--- src/rtl/split_view_compositor.sv ---
// split_view_compositor
//   Splits the active area into NUM_VIEWS equal vertical strips. Each strip gets
//   its own camera, which follows one player and is latched once per frame. The
//   block generates a map BRAM address for every pixel, then composites the map
//   colour (looked up in a writable 16-entry palette), the sprite colour, the
//   separators and the HUD band. Syncs pass through the same 3-stage pipeline,
//   so they stay aligned with the colour.
//   Optional feature: define CAMERA_CLAMP_EN to clamp each camera into the map
//   at latch time.
// Ports:
//   clk, rst                  clock, asynchronous active-high reset
//   pix_en                    pixel strobe; the pipeline advances only on it
//   h_cnt, v_cnt, valid_in,
//   hsync_in, vsync_in        scan timing from the VGA controller
//   pos_x, pos_y              packed player world positions, 10 bits per view
//   map_addr / map_index      map BRAM address out (stage 1), data in (stage 2)
//   sprite_rgb, sprite_opaque external sprite, sampled in stage 2
//   pal_we, pal_idx, pal_data palette write port (not gated by pix_en)
//   view_id, view_x           stage-1 viewport index and x within the viewport
//   frame_start               one-clk pulse when the cameras latch
//   rgb, hsync, vsync         composited output, 3 strobes after the inputs
module split_view_compositor #(
    parameter int unsigned NUM_VIEWS  = 2,
    parameter int unsigned ZOOM_SHIFT = 2,
    parameter int unsigned MAP_W      = 320,
    parameter int unsigned MAP_H      = 240,
    parameter int unsigned ACTIVE_W   = 640,
    parameter int unsigned HUD_Y      = 360,
    parameter logic [11:0] SEP_COLOR  = 12'hFFF,
    parameter logic [11:0] HUD_COLOR  = 12'h444,
    parameter logic [11:0] OOB_COLOR  = 12'h6B4
) (
    input  logic                      clk,
    input  logic                      rst,
    input  logic                      pix_en,
    input  logic [9:0]                h_cnt,
    input  logic [9:0]                v_cnt,
    input  logic                      valid_in,
    input  logic                      hsync_in,
    input  logic                      vsync_in,
    input  logic [10*NUM_VIEWS-1:0]   pos_x,
    input  logic [10*NUM_VIEWS-1:0]   pos_y,
    output logic [16:0]               map_addr,
    input  logic [3:0]                map_index,
    input  logic [11:0]               sprite_rgb,
    input  logic                      sprite_opaque,
    input  logic                      pal_we,
    input  logic [3:0]                pal_idx,
    input  logic [11:0]               pal_data,
    output logic [1:0]                view_id,
    output logic [9:0]                view_x,
    output logic                      frame_start,
    output logic [11:0]               rgb,
    output logic                      hsync,
    output logic                      vsync
);

    localparam int unsigned VIEW_W  = ACTIVE_W / NUM_VIEWS;
    localparam int unsigned VIEW_WW = VIEW_W >> ZOOM_SHIFT;   // viewport width in world px
    localparam int unsigned HUD_WH  = HUD_Y >> ZOOM_SHIFT;    // map window height in world px

    localparam logic signed [10:0] CAM_OFF_X = 11'(VIEW_WW >> 1);
    localparam logic signed [10:0] CAM_OFF_Y = 11'(HUD_WH >> 1);
    localparam logic signed [11:0] MAP_W_S   = 12'(MAP_W);
    localparam logic signed [11:0] MAP_H_S   = 12'(MAP_H);
    localparam logic [1:0]         LAST_VIEW = 2'(NUM_VIEWS - 1);

`ifdef CAMERA_CLAMP_EN
    localparam int unsigned        CLAMP_X_HI   = (MAP_W > VIEW_WW) ? MAP_W - VIEW_WW : 0;
    localparam int unsigned        CLAMP_Y_HI   = (MAP_H > HUD_WH) ? MAP_H - HUD_WH : 0;
    localparam logic signed [10:0] CLAMP_X_HI_S = 11'(CLAMP_X_HI);
    localparam logic signed [10:0] CLAMP_Y_HI_S = 11'(CLAMP_Y_HI);

    // Keep a camera inside [0, hi].
    function automatic logic signed [10:0] clamp_cam(input logic signed [10:0] v,
                                                     input logic signed [10:0] hi);
        if (v < 11'sd0) return 11'sd0;
        if (v > hi)     return hi;
        return v;
    endfunction
`endif

    // ---------------- camera latch ----------------
    logic signed [10:0] cam_x  [NUM_VIEWS];
    logic signed [10:0] cam_y  [NUM_VIEWS];
    logic signed [10:0] cam_nx [NUM_VIEWS];
    logic signed [10:0] cam_ny [NUM_VIEWS];
    logic               latch;

    assign latch = pix_en && (v_cnt == 10'd480) && (h_cnt == 10'd0);

    // Centre each camera on its player.
    always_comb begin
        for (int i = 0; i < int'(NUM_VIEWS); i++) begin
            cam_nx[i] = $signed({1'b0, pos_x[10*i +: 10]}) - CAM_OFF_X;
            cam_ny[i] = $signed({1'b0, pos_y[10*i +: 10]}) - CAM_OFF_Y;
`ifdef CAMERA_CLAMP_EN
            cam_nx[i] = clamp_cam(cam_nx[i], CLAMP_X_HI_S);
            cam_ny[i] = clamp_cam(cam_ny[i], CLAMP_Y_HI_S);
`endif
        end
    end

    // Cameras update only during vertical blanking, so a frame never tears.
    always_ff @(posedge clk or posedge rst) begin
        if (rst) begin
            frame_start <= 1'b0;
            for (int i = 0; i < int'(NUM_VIEWS); i++) begin
                cam_x[i] <= 11'sd0;
                cam_y[i] <= 11'sd0;
            end
        end else begin
            frame_start <= latch;
            if (latch) begin
                for (int i = 0; i < int'(NUM_VIEWS); i++) begin
                    cam_x[i] <= cam_nx[i];
                    cam_y[i] <= cam_ny[i];
                end
            end
        end
    end

    // ---------------- palette ----------------
    logic [11:0] pal [16];

    // Reads see the pre-write value when a write hits the same index.
    always_ff @(posedge clk or posedge rst) begin
        if (rst) begin
            for (int i = 0; i < 16; i++) pal[i] <= {4'(i), 4'(i), 4'(i)};
        end else if (pal_we) begin
            pal[pal_idx] <= pal_data;
        end
    end

    // ---------------- stage 0: geometry ----------------
    logic [1:0]         vid_c;
    logic [9:0]         vbase_c;
    logic [9:0]         vx_c;
    logic signed [10:0] csel_x_c;
    logic signed [10:0] csel_y_c;
    logic signed [11:0] wx_c;
    logic signed [11:0] wy_c;
    logic               oob_c;
    logic [16:0]        addr_c;
    logic               vsep_c;
    logic               hud_sep_c;
    logic               hud_band_c;

    // Compare chain picks the viewport and its camera without a divider.
    always_comb begin
        vid_c    = 2'd0;
        vbase_c  = 10'd0;
        csel_x_c = cam_x[0];
        csel_y_c = cam_y[0];
        for (int i = 1; i < int'(NUM_VIEWS); i++) begin
            if (h_cnt >= 10'(i * int'(VIEW_W))) begin
                vid_c    = 2'(i);
                vbase_c  = 10'(i * int'(VIEW_W));
                csel_x_c = cam_x[i];
                csel_y_c = cam_y[i];
            end
        end
        vx_c = h_cnt - vbase_c;

        wx_c   = 12'(csel_x_c) + $signed({2'b00, vx_c >> ZOOM_SHIFT});
        wy_c   = 12'(csel_y_c) + $signed({2'b00, v_cnt >> ZOOM_SHIFT});
        oob_c  = (wx_c < 12'sd0) || (wy_c < 12'sd0) || (wx_c >= MAP_W_S) || (wy_c >= MAP_H_S);
        // Operands are non-negative whenever the address is used.
        addr_c = oob_c ? 17'd0 : 17'(wy_c) * 17'(MAP_W) + 17'(wx_c);

        vsep_c = ((vx_c == 10'd0) && (vid_c != 2'd0)) ||
                 ((vx_c == 10'(VIEW_W - 1)) && (vid_c != LAST_VIEW));
        hud_sep_c  = (v_cnt == 10'(HUD_Y - 1)) || (v_cnt == 10'(HUD_Y));
        hud_band_c = v_cnt > 10'(HUD_Y);
    end

    // ---------------- stage 1 ----------------
    logic s1_oob, s1_valid, s1_hs, s1_vs, s1_vsep, s1_hud_sep, s1_hud_band;

    always_ff @(posedge clk or posedge rst) begin
        if (rst) begin
            map_addr    <= 17'd0;
            view_id     <= 2'd0;
            view_x      <= 10'd0;
            s1_oob      <= 1'b0;
            s1_valid    <= 1'b0;
            s1_hs       <= 1'b1;
            s1_vs       <= 1'b1;
            s1_vsep     <= 1'b0;
            s1_hud_sep  <= 1'b0;
            s1_hud_band <= 1'b0;
        end else if (pix_en) begin
            map_addr    <= addr_c;
            view_id     <= vid_c;
            view_x      <= vx_c;
            s1_oob      <= oob_c;
            s1_valid    <= valid_in;
            s1_hs       <= hsync_in;
            s1_vs       <= vsync_in;
            s1_vsep     <= vsep_c;
            s1_hud_sep  <= hud_sep_c;
            s1_hud_band <= hud_band_c;
        end
    end

    // ---------------- stage 2: palette lookup, sprite sample ----------------
    logic [11:0] s2_pal, s2_spr_rgb;
    logic        s2_spr_op, s2_oob, s2_valid, s2_hs, s2_vs, s2_vsep, s2_hud_sep, s2_hud_band;

    always_ff @(posedge clk or posedge rst) begin
        if (rst) begin
            s2_pal      <= 12'd0;
            s2_spr_rgb  <= 12'd0;
            s2_spr_op   <= 1'b0;
            s2_oob      <= 1'b0;
            s2_valid    <= 1'b0;
            s2_hs       <= 1'b1;
            s2_vs       <= 1'b1;
            s2_vsep     <= 1'b0;
            s2_hud_sep  <= 1'b0;
            s2_hud_band <= 1'b0;
        end else if (pix_en) begin
            s2_pal      <= pal[map_index];
            s2_spr_rgb  <= sprite_rgb;
            s2_spr_op   <= sprite_opaque;
            s2_oob      <= s1_oob;
            s2_valid    <= s1_valid;
            s2_hs       <= s1_hs;
            s2_vs       <= s1_vs;
            s2_vsep     <= s1_vsep;
            s2_hud_sep  <= s1_hud_sep;
            s2_hud_band <= s1_hud_band;
        end
    end

    // ---------------- stage 3: compositing ----------------
    logic [11:0] color_c;

    always_comb begin
        color_c = s2_pal;
        if (!s2_valid)        color_c = 12'd0;
        else if (s2_hud_sep)  color_c = SEP_COLOR;
        else if (s2_hud_band) color_c = HUD_COLOR;
        else if (s2_vsep)     color_c = SEP_COLOR;
        else if (s2_spr_op)   color_c = s2_spr_rgb;
        else if (s2_oob)      color_c = OOB_COLOR;
    end

    always_ff @(posedge clk or posedge rst) begin
        if (rst) begin
            rgb   <= 12'd0;
            hsync <= 1'b1;
            vsync <= 1'b1;
        end else if (pix_en) begin
            rgb   <= color_c;
            hsync <= s2_hs;
            vsync <= s2_vs;
        end
    end

endmodule

--- config.mk ---
export PLATFORM = sky130hd
export DESIGN_NAME = split_view_compositor
export DESIGN_NICKNAME = d
export VERILOG_FILES = /design/src/rtl/split_view_compositor.sv
export SDC_FILE = /design/constraint.sdc
export NUM_CORES = 1
export LEC_CHECK = 0
export ABC_AREA = 0
export ABC_CLOCK_PERIOD_IN_PS = 13800
export BUFFER_PORTS_ARGS = -buffer_cell sky130_fd_sc_hd__buf_2
export CORE_MARGIN = 2
export CORE_UTILIZATION = 54
export CTS_CLUSTER_SIZE = 12
export DETAILED_ROUTE_END_ITERATION = 12
export HOLD_SLACK_MARGIN = 0.1
export PLACE_DENSITY = 0.71
export SETUP_SLACK_MARGIN = 0.05
export SLEW_MARGIN = 20
export SYNTH_ARGS = -nofsm -noshare
export SYNTH_HDL_FRONTEND = slang
export SYNTH_SLANG_ARGS = --single-unit
--- constraint.sdc ---
create_clock -name clk -period 13.8 [get_ports clk]
set_clock_uncertainty 0.1 [all_clocks]
set_input_delay 3.45 -clock clk [delete_from_list [all_inputs] [get_ports clk]]
set_output_delay 3.45 -clock clk [all_outputs]
set_load 0.03 [all_outputs]
==> flow_metrics.py <==
metrics = {
    "critical_path": {
        "cp.arrival_ns": 8.49,
        "timing.critical_path.to_type": "register",
        "timing_worst_setup_path_type": "primary input to register",
        "r2r-start": "cam_y[0]",
        "worst_setup_path_startpoint": "h_cnt[6]",
        "worst_setup_path_start_kind": "primary input",
        "worst-path-max-fanout": 27,
        "worst-endpoint-required_ns": 14.13,
    },
    "sta": {
        "tightestPinTransition_ns": 0.994,
        "final_hold_viol_count": 0,
        "period_minus_slack_ns": 8.16,
        "whs_ns": 0.371,
        "layout_worst_path_cycle_share_pct": 59.1,
        "drv_slew": 0,
        "max_freq_ghz": 0.123,
        "slew_headroom_pct": 33.7,
        "setup_viol": 0,
        "finalSetupTns_ns": 0,
        "grt_setup_unrepaired": "false",
    },
    "die": {
        "core_area_um2": 29700,
        "die-area_um2": 31600,
        "fp.dieH_um": 178,
        "starting_density_of_the_core_pct": 54.9,
        "pin_count": 144,
        "rows": 63,
        "die_x_um": 178,
    },
    "cells_and_area": {
        "fin_cells": 1824,
        "multiInputGateArea_um2": 7810,
        "layout.filler_cells": 2277,
        "drive_gt1_share_pct": 44.6,
        "layout.area.seq_um2": 8090,
        "fin_util_pct": 62.6,
        "final_net_count": 1556,
        "areaGrowthSynthToFinish_pct": 13.9,
    },
    "synthesis": {
        "postSynthCellCount": 1285,
        "ys.warnings.count": 0,
        "postSynthRegisterBits": 318,
        "synth_flop_cell": "sky130_fd_sc_hd__dfrtp_1",
        "synth_area_um2": 16300,
        "ys_seq_area_share_pct": 49.5,
        "syn_nets": 1436,
        "ys_top_cells_by_area": "sky130_fd_sc_hd__dfrtp_1 33%, sky130_fd_sc_hd__mux2_2 17%, sky130_fd_sc_hd__dfstp_2 16%, sky130_fd_sc_hd__mux4_2 8.3%, sky130_fd_sc_hd__ha_1 3.6%",
        "async_flop_share_pct": 100,
        "syn-mean-instance-area_um2": 12.7,
        "synth_top_area_share_pct": 33.1,
        "count_of_distinct_cell_types_in_the_synthesized_netlist": 64,
        "synth.largest_area_cell": "sky130_fd_sc_hd__dfrtp_1",
        "synth_enable_flop_cells": 0,
    },
    "clock_network": {
        "count_of_clock_tree_sinks": 318,
        "clock-root-buffer": "sky130_fd_sc_hd__clkbuf_16",
        "tritoncts": "built",
        "postCtsSetupBuffers": 0,
        "cts.reportedPaths.clkPinSlew_ns": 0.06,
        "maximum_buffer_depth_of_the_clock_tree": 3,
        "tritoncts.num_buffers": 36,
        "cts_htree_levels": 2,
        "ctsHoldBuffers": 0,
        "clkLatencyLatePin_ns": 0.53,
        "post_cts.resized_instances": 0,
    },
    "worst_hold_path": {
        "worstHoldStart": "cam_x[12]",
        "worst_hold_path_type": "register to register",
    },
    "drt": {
        "drcViolationCount": 0,
        "detailedRoute.firstPassIterationCount": 5,
        "vias": 10600,
        "drtIter0Drc": 608,
        "antenna_violating_nets_post_route": 0,
        "routed_via_density": 5.82,
        "drt-total-wl_um": 37100,
        "avgRoutedWirePerCell_um": 20.4,
    },
    "power": {
        "power_switching_share_pct": 25.7,
        "pwr-share-seq_pct": 45.8,
        "power.combinational.fraction_pct": 18.3,
        "power.leakage_nw": 8.19,
        "total_switching_power_uw": 698,
        "power_frac_clock_pct": 35.9,
        "p_per_area_nw_per_um2": 146,
        "ir_drop_uv": 136,
        "p_int_mw": 2.01,
    },
    "status": {
        "run_status": "completed",
    },
    "global_routing": {
        "grt_remaining_overflow": 0,
        "first_global_vias": 10800,
        "number_of_antenna_violations_at_the_first_check_in_global_routing": 2,
        "first_pass_grt_wire_length_um": 59200,
        "grt_start_max_net_pins": 130,
        "grt.total_usage_pct": 24.2,
    },
    "place": {
        "dp_cells": 1757,
        "final_wtd_congestion": 0.868,
        "detailed_placement_wirelength_estimate_um": 24800,
        "number_of_port_buffers": 142,
    },
    "run": {
        "drv_cap": 0,
    },
}
-- kinds of logic after synthesis --
| group | Yosys count | synth area share [%] |
|---|---|---|
| buffers and inverters | 114 | 2.79 |
| AOI/OAI and AO/OA | 186 | 7.59 |
| adders and majority gates | 51 | 4.09 |
| xor gates and xnor gates | 63 | 3.38 |
| muxes | 312 | 25.6 |
| other | 1 | 0.0230 |
| and+or+nand+nor | 240 | 6.95 |
| DFF | 318 | 49.5 |
-- metrics by stage --
stage | cell area (µm²) | setup slack, ns | power (mW)
floorplan | 16300 | 1.62 | 1.61
global placement | 17400 | 5.23 | 1.73
detailed placement | 17400 | 5.13 | 1.75
CTS | 18600 | 5.67 | 2.74
global route | 18600 | 5.19 | 2.84
finish | 18600 | 5.64 | 2.71
-- cells in the mapped netlist, types with 2 or more instances --
library cell	count
sky130_fd_sc_hd__dfstp_2	102
sky130_fd_sc_hd__a31oi_1	5
sky130_fd_sc_hd__o211ai_1	10
sky130_fd_sc_hd__buf_1	8
sky130_fd_sc_hd__or2_4	2
sky130_fd_sc_hd__nor4b_2	2
sky130_fd_sc_hd__ha_1	47
sky130_fd_sc_hd__o2bb2ai_1	11
sky130_fd_sc_hd__nand2b_1	16
sky130_fd_sc_hd__o41ai_1	2
sky130_fd_sc_hd__o21bai_1	4
sky130_fd_sc_hd__nand3b_1	2
sky130_fd_sc_hd__fa_1	4
sky130_fd_sc_hd__inv_1	41
sky130_fd_sc_hd__clkbuf_1	57
sky130_fd_sc_hd__or3_1	6
sky130_fd_sc_hd__o21ai_0	59
sky130_fd_sc_hd__a21o_1	12
sky130_fd_sc_hd__nor2b_1	6
sky130_fd_sc_hd__xor2_1	26
sky130_fd_sc_hd__or2_2	2
sky130_fd_sc_hd__a21oi_1	38
sky130_fd_sc_hd__a22o_1	17
sky130_fd_sc_hd__mux2_2	247
sky130_fd_sc_hd__o211a_1	2
sky130_fd_sc_hd__a2111oi_0	3
sky130_fd_sc_hd__o21a_1	3
sky130_fd_sc_hd__nor4_1	12
sky130_fd_sc_hd__nand4_1	4
sky130_fd_sc_hd__xnor2_1	37
sky130_fd_sc_hd__o311ai_0	2
sky130_fd_sc_hd__dfrtp_1	216
sky130_fd_sc_hd__mux2i_1	5
sky130_fd_sc_hd__a211oi_1	4
sky130_fd_sc_hd__o2111ai_1	3
sky130_fd_sc_hd__nand3_1	10
sky130_fd_sc_hd__nor3b_1	4
sky130_fd_sc_hd__nor2_1	49
sky130_fd_sc_hd__mux4_2	60
sky130_fd_sc_hd__nand2_1	100
sky130_fd_sc_hd__and3_1	4
sky130_fd_sc_hd__buf_2	4
sky130_fd_sc_hd__nor3_1	16
-- critical path: stages --
cell	delay (ns)
sky130_fd_sc_hd__buf_2	0.13
sky130_fd_sc_hd__o21a_1	0.24
sky130_fd_sc_hd__nor2_2	0.09
sky130_fd_sc_hd__buf_4	0.34
sky130_fd_sc_hd__mux2_2	0.23
sky130_fd_sc_hd__ha_1	0.15
sky130_fd_sc_hd__inv_1	0.05
sky130_fd_sc_hd__fa_1	0.38
sky130_fd_sc_hd__nand2b_1	0.20
sky130_fd_sc_hd__a21boi_0	0.29
sky130_fd_sc_hd__nor3_1	0.12
sky130_fd_sc_hd__nor2_1	0.21
sky130_fd_sc_hd__ha_1	0.31
sky130_fd_sc_hd__fa_1	0.46
sky130_fd_sc_hd__a21o_1	0.17
sky130_fd_sc_hd__a21oi_1	0.22
sky130_fd_sc_hd__xnor2_1	0.10
sky130_fd_sc_hd__ha_1	0.22
sky130_fd_sc_hd__o41ai_1	0.47
sky130_fd_sc_hd__o21ai_0	0.25
sky130_fd_sc_hd__a2bb2oi_1	0.19
sky130_fd_sc_hd__a31oi_1	0.19
-- flip-flops by register name (all words and copies together), names as in the netlist, 10 cells and up --
signal / flops
pal: 192
s2_spr_rgb: 12
s2_pal: 12
cam_y: 22
rgb: 12
map_addr: 17
cam_x: 22
view_x: 10
-- cell type report --
type | count | share of cell area, %
Clock inverter | 10 | 0.861
Inverter | 42 | 0.888
Sequential cell | 318 | 43.5
Tap cell | 390 | 2.62
Multi-Input combinational cell | 853 | 42.0
Clock buffer | 56 | 5.79
Timing Repair Buffer | 154 | 4.32
Antenna cell | 1 | 0.0135
-- metal layers --
layer	up-vias	track usage (%)	routed length, µm
met5	-	0	13
met4	2	7.48	950
met3	68	4.05	1820
met2	267	40.5	18200
met1	5349	32.4	16100
li1	4926	-	-
-- worst paths after layout --
kind                            slack [ns]  cells after the start      endpoint
worst max-delay path                  5.64                     22  map_addr[16]
worst min-delay path                  0.37                      2     cam_x[12]
worst max register to register        9.11                     18  map_addr[16]
worst min register to register        0.37                      2     cam_x[12]
max in group asynchronous             8.37                      4       pal[41]
min in group asynchronous             3.04                      2      s1_valid
-- placed cells by master, fill, tap and decap left out, types with 4 or more instances in the layout --
cell type and instances:
sky130_fd_sc_hd__a31oi_1 5, sky130_fd_sc_hd__a22o_1 17, sky130_fd_sc_hd__buf_2 141, sky130_fd_sc_hd__ha_1 47, sky130_fd_sc_hd__buf_4 13, sky130_fd_sc_hd__inv_1 40, sky130_fd_sc_hd__a21oi_1 38, sky130_fd_sc_hd__clkbuf_16 36
sky130_fd_sc_hd__o211ai_1 10, sky130_fd_sc_hd__clkbuf_8 10, sky130_fd_sc_hd__or3_1 5, sky130_fd_sc_hd__and3_1 4, sky130_fd_sc_hd__nand3_1 10, sky130_fd_sc_hd__clkbuf_1 10, sky130_fd_sc_hd__mux2_2 247, sky130_fd_sc_hd__nand4_1 4
sky130_fd_sc_hd__nor2_1 45, sky130_fd_sc_hd__nor2_2 4, sky130_fd_sc_hd__nand2b_1 16, sky130_fd_sc_hd__a211oi_1 4, sky130_fd_sc_hd__xnor2_1 37, sky130_fd_sc_hd__xor2_1 26, sky130_fd_sc_hd__dfrtp_1 216, sky130_fd_sc_hd__nor2b_1 6
sky130_fd_sc_hd__dfstp_2 102, sky130_fd_sc_hd__nor3b_1 4, sky130_fd_sc_hd__nor4_1 12, sky130_fd_sc_hd__nor3_1 13, sky130_fd_sc_hd__o2bb2ai_1 11, sky130_fd_sc_hd__o21bai_1 4, sky130_fd_sc_hd__nand2_1 100, sky130_fd_sc_hd__mux4_2 60
sky130_fd_sc_hd__o21ai_0 59, sky130_fd_sc_hd__a21o_1 12, sky130_fd_sc_hd__fa_1 4, sky130_fd_sc_hd__mux2i_1 5
-- power groups by stage --
stage | clock network [mW] | logic [mW] | registers, mW
floorplan | 0 | 0.347 | 1.26
global placement | 0 | 0.484 | 1.24
detailed placement | 0 | 0.498 | 1.25
CTS | 0.996 | 0.502 | 1.24
global route | 1.03 | 0.540 | 1.26
finish | 0.974 | 0.497 | 1.24
No activity file was read; power rests on OpenSTA's default activity.
